<file path="src/rtl/imm_pkg.sv">
// Shared constants for the decode-stage immediate generator: format selects
// and the width of the instruction slice it consumes.
package imm_pkg;

    localparam int SEL_W   = 3;
    localparam int INSTR_W = 25;

    localparam logic [SEL_W-1:0] IMM_I   = 3'd0;
    localparam logic [SEL_W-1:0] IMM_S   = 3'd1;
    localparam logic [SEL_W-1:0] IMM_B   = 3'd2;
    localparam logic [SEL_W-1:0] IMM_U   = 3'd3;
    localparam logic [SEL_W-1:0] IMM_J   = 3'd4;
    localparam logic [SEL_W-1:0] IMM_Z   = 3'd5;
    localparam logic [SEL_W-1:0] IMM_SH  = 3'd6;
    localparam logic [SEL_W-1:0] IMM_ILL = 3'd7;

endpackage

</file>
<file path="src/rtl/imm_decode.sv">
// Combinational format mux: reassembles the immediate scattered over
// instr[31:7] (d[k] = instr[k+7]) and extends it to XLEN.
module imm_decode
    import imm_pkg::*;
#(
    parameter int XLEN = 32
) (
    input  logic [INSTR_W-1:0] d,
    input  logic [SEL_W-1:0]   sel,
    output logic [XLEN-1:0]    imm,
    output logic               ill
);

    logic signed [31:0] imm_i;
    logic signed [31:0] imm_s;
    logic signed [31:0] imm_b;
    logic signed [31:0] imm_u;
    logic signed [31:0] imm_j;

    function automatic logic [XLEN-1:0] sext(input logic signed [31:0] v);
        return XLEN'(v);
    endfunction

    // Every signed format is first widened to 32 bits, then once more to XLEN.
    assign imm_i = 32'($signed(d[24:13]));
    assign imm_s = 32'($signed({d[24:18], d[4:0]}));
    assign imm_b = 32'($signed({d[24], d[0], d[23:18], d[4:1], 1'b0}));
    assign imm_u = $signed({d[24:5], 12'b0});
    assign imm_j = 32'($signed({d[24], d[12:5], d[13], d[23:14], 1'b0}));

    always_comb begin
        imm = '0;
        ill = 1'b0;
        case (sel)
            IMM_I:   imm = sext(imm_i);
            IMM_S:   imm = sext(imm_s);
            IMM_B:   imm = sext(imm_b);
            IMM_U:   imm = sext(imm_u);
            IMM_J:   imm = sext(imm_j);
            IMM_Z:   imm = XLEN'(d[12:8]);
            IMM_SH:  imm = (XLEN == 64) ? XLEN'(d[18:13]) : XLEN'(d[17:13]);
            IMM_ILL: ill = 1'b1;
            default: ill = 1'b0;
        endcase
    end

endmodule

</file>
<file path="src/rtl/imm_gen_stage.sv">
// Registered immediate generator between the instruction register and ID/EX:
// one-entry valid/ready stage around imm_decode, with flush and error flag.
module imm_gen_stage
    import imm_pkg::*;
#(
    parameter int XLEN  = 32,
    parameter int SEL_W = imm_pkg::SEL_W
) (
    input  logic               clk,
    input  logic               rst_n,
    input  logic               flush,
    input  logic               in_valid,
    output logic               in_ready,
    input  logic [INSTR_W-1:0] in_data,
    input  logic [SEL_W-1:0]   in_sel,
    output logic               out_valid,
    input  logic               out_ready,
    output logic [XLEN-1:0]    out_imm,
    output logic               out_err
);

    logic [XLEN-1:0] dec_imm_p0;
    logic            dec_ill_p0;
    logic            accept_p0;

    logic            vld_p1;
    logic [XLEN-1:0] imm_p1;
    logic            err_p1;

    imm_decode #(
        .XLEN (XLEN)
    ) u_decode (
        .d   (in_data),
        .sel (in_sel),
        .imm (dec_imm_p0),
        .ill (dec_ill_p0)
    );

    // Ready depends only on flush and the output side, never on in_valid.
    assign in_ready  = !flush && (!vld_p1 || out_ready);
    assign accept_p0 = in_valid && in_ready;

    // p0 -> p1: decoded word captured on accept
    always_ff @(posedge clk or negedge rst_n) begin
        if (!rst_n) begin
            vld_p1 <= 1'b0;
            imm_p1 <= '0;
            err_p1 <= 1'b0;
        end else if (flush) begin
            vld_p1 <= 1'b0;
        end else if (accept_p0) begin
            vld_p1 <= 1'b1;
            imm_p1 <= dec_imm_p0;
            err_p1 <= dec_ill_p0;
        end else if (vld_p1 && out_ready) begin
            vld_p1 <= 1'b0;
        end
    end

    assign out_valid = vld_p1;
    assign out_imm   = imm_p1;
    assign out_err   = err_p1;

endmodule

</file>
<file path="config.mk">
export PLATFORM = sky130hd
export DESIGN_NAME = imm_gen_stage
export DESIGN_NICKNAME = d
export VERILOG_FILES = /design/src/rtl/imm_pkg.sv /design/src/rtl/imm_decode.sv /design/src/rtl/imm_gen_stage.sv
export SDC_FILE = /design/constraint.sdc
export NUM_CORES = 1
export LEC_CHECK = 0
export CAP_MARGIN = 20
export CORE_UTILIZATION = 42
export CTS_CLUSTER_DIAMETER = 200
export DETAILED_ROUTE_END_ITERATION = 7
export PLACE_DENSITY = 0.8
export SETUP_SLACK_MARGIN = 0.5
export SLEW_MARGIN = 30
export SYNTH_ARGS = -nofsm -noshare
export SYNTH_HDL_FRONTEND = slang
export SYNTH_SLANG_ARGS = --single-unit
export TNS_END_PERCENT = 20
</file>
<file path="constraint.sdc">
create_clock -name clk -period 1.4 [get_ports clk]
set_input_delay 0.21 -clock clk [delete_from_list [all_inputs] [get_ports clk]]
set_output_delay 0.21 -clock clk [all_outputs]
set_load 0.01 [all_outputs]
</file>
==> impl_results.md <==
- Grt ovf: 0
- Initial Utilization: 0.439
- Synth cell types: 29
- Layout cells sized above 1: 0.232
- DPL Wire Length: 3250 um
- R2R Path End: out_imm[9]$_DFFE_PN0P_
- Cell area power density: 1040 mW/mm^2
- # setup viols final: 0
- Register bit total from synthesis: 34
- Worst-path clk slew: 0.07 ns
- Fin. Hold Viols: 0
- Setup CP Type: flop to output pin
- Cts bufs inserted: 5
- Tot Pwr: 2690 uW
- Clock latency on the worst-skew pair: 0.29 ns
- Placed Cells incl. Taps: 297
- Internal: 1890 uW
- Max Cap Violations: 0
- # IOs: 68
- Slowest stage cell, crit path: dfrtp_1
- Met3 wire len: 215 um
- Slowest cell delay on critical path: 0.40 ns
- CTS Root Cell: clkbuf_8
- CP arrival: 1.05 ns
- F_max: 0.796 GHz
- Worst VDD drop: 846 uV
- Seq/Total Area, Yosys: 0.525
- DRT iter0 DRCs: 57
- WL final: 4400 um
- Post-Syn Instances: 170
- Die W: 64.1 um
- Initial antenna violation count: 0
- Part of the cycle the worst path needs: 0.897
- Largest net degree at the start of global routing: 35
- Row Count: 22
- Die area: 0.00411 mm^2
- Switching pwr: 797 uW
- First-pass GRT wire length: 7330 um
- RSZ-0062 raised after global routing: true
- CTS tree: yes
- Post-layout min period: 1.26 ns
- Setup TNS: 0 ns
- CP Buf/Inv Count: 3
- Sink Count: 34
- Vias: 1595
- Worst R2R Start: out_valid$_DFFE_PN0P_
- Cell Count, Final, Fillers Out: 311
- Port Buffers: 67
- DR WL/cell: 14.2 um
- Post-layout util: 0.697
- Die Y: 64.1 um
- EDFF count, synth: 0
- Max-slew violation count: 0
- Post-DRT Antenna Nets: 0
- Endpoint class of the critical path: output pin
- Wl on met1: 2010 um
- Layout Nets: 296
- Outcome: complete, no violations
- Final Skew: 0.00753 ns
- Logic gate share of total power: 0.294
- Leakage: 0.00122 uW
- GRT Util Overall: 0.233
- Core ar.: 0.00369 mm^2
- Clock Power Share: 0.256
- Post-Syn Area per Cell: 9.53 um^2
- R2r setup slk: 0.21 ns
- Most frequent CP cell: buf_4
- Hold Buf Count CTS: 0
- 1st-pass router iterations: 4
- Normalized max-slew margin: 0.829
- Worst R2R Path Depth: 4
- Worst EP required: 1.19 ns
- Ys flop type: dfrtp_1
- Yosys warnings: 0
- Measured slew at the worst slew-check pin: 0.256 ns
- Net Sw Frac: 0.297
- Reg power frac: 0.450
- Delay-heaviest family, CP: flip-flops
- Longest Clk Path Bufs: 2
- Setup crit start kind: flop
- Worst hold path class: input port to async pin
- Met2 routed WL: 2120 um
- H-tree depth: 2
- Hold_ws: 0.282 ns
- Area delta synth->final: 58.7%
- Final Wtd Congestion: 0.797
- CP cell instances: buf_4 > buf_4 > buf_6
- Diode count: 0
- Number of remaining DRC errors: 0
- Highest Signal Layer: met4
- CP Max Fanout: 3
- Ys async rst share: 1.00
- Mapped cell area: 0.00162 mm^2
- Post-DR vias/cell: 5.13
- Post-synthesis net count: 203
- Number of global-route vias before repair: 1582
per-stage QoR:
step / cell area (um^2) / setup WS, ns
3_3_place_gp: 2510 / -0.235
5_1_grt: 2570 / 0.0848
6_report: 2570 / 0.144
4_1_cts: 2560 / 0.159
2_1_floorplan: 1670 / 0.287
3_5_place_dp: 2510 / -0.260
layer usage:
metal | global-route usage | vias to the layer above
met5 | 0 | -
li1 | - | 783
met2 | 0.371 | 51
met1 | 0.316 | 756
met3 | 0.0375 | 5
met4 | 0.0972 | 0
cell type report:
| cell class | instances | area (um^2) |
|---|---|---|
| Sequential cell | 34 | 851 |
| Clock buffer | 6 | 72.6 |
| Fill cell | 300 | 1120 |
| Multi-Input combinational cell | 123 | 719 |
| Timing Repair Buffer | 97 | 853 |
| Tap cell | 48 | 60.1 |
| Inverter | 2 | 7.51 |
| Clock inverter | 1 | 7.51 |
cells in the final DEF (no fill, tap or decap), types with 5 or more instances in the layout:
| cell | count |
|---|---|
| nor2_1 | 23 |
| a21oi_1 | 20 |
| clkbuf_8 | 5 |
| clkdlybuf4s50_1 | 29 |
| nand2_1 | 24 |
| dlygate4sd2_1 | 25 |
| a211o_1 | 5 |
| a31oi_1 | 5 |
| buf_2 | 11 |
| dfrtp_1 | 34 |
| mux2i_1 | 5 |
| a22o_1 | 6 |
| buf_4 | 26 |
| o21ai_1 | 7 |
synth_stat cells, drive strengths merged, types with 2 or more instances:
library cell,count,area [um^2]
nand3,2,10.0
clkbuf,4,16.3
nor2,25,93.8
nand2b,2,12.5
mux2i,5,50.1
nor2b,4,27.5
inv,2,7.51
a211o,5,43.8
buf,7,53.8
a31oi,5,31.3
a21oi,20,100
a22o,7,62.6
nand2,25,93.8
a32oi,4,35.0
o21ai,12,75.1
dfrtp,34,851
kinds of logic after synthesis:
family | count (synthesis) | synth area share
mux | 5 | 0.0309
fa+ha+maj | 1 | 0.00695
simple gates | 60 | 0.154
compound gates | 57 | 0.235
flops | 34 | 0.525
buf+inv | 13 | 0.0479
worst reg2reg max path, cell delays in order, from the launching register on:
cell and delay, ns:
dfrtp_1 0.40, nand2b_1 0.11, nand3_2 0.16, buf_4 0.22
a22o_1 0.21
power groups by stage:
stage                     Sequential, uW  Combinational [uW]  Clock (uW)
after CTS                           1210                 792         684
after detailed placement            1230                 866           0
after global routing                1220                 861         736
after floorplan                     1290                 275           0
after global placement              1230                 852           0
final                               1210                 791         687
flip-flops by register name, summed over array words and instances, names as in the netlist:
name / cells
out_imm: 32
out_err: 1
out_valid: 1
how the worst max path moves through the flow:
stage                           from                      end  slack (ns)  cells after the start
2_1_floorplan  out_valid$_DFFE_PN0P_  out_imm[10]$_DFFE_PN0P_        0.29                      4
3_3_place_gp               in_sel[2]   out_imm[4]$_DFFE_PN0P_       -0.24                      6
3_5_place_dp               in_sel[2]   out_imm[3]$_DFFE_PN0P_       -0.26                      6
4_1_cts        out_valid$_DFFE_PN0P_                 in_ready        0.16                      3
5_1_grt        out_valid$_DFFE_PN0P_                 in_ready        0.08                      3
6_report       out_valid$_DFFE_PN0P_                out_valid        0.14                      3
timing repair:
item	in CTS	in global routing
buffers inserted	6	1
gates cloned	0	0
setup endpoints to repair	68	68
endpoints found under the hold margin	0	0
pin swaps	0	2
gates resized for setup	82	1
No activity file was read; power rests on OpenSTA's default activity.
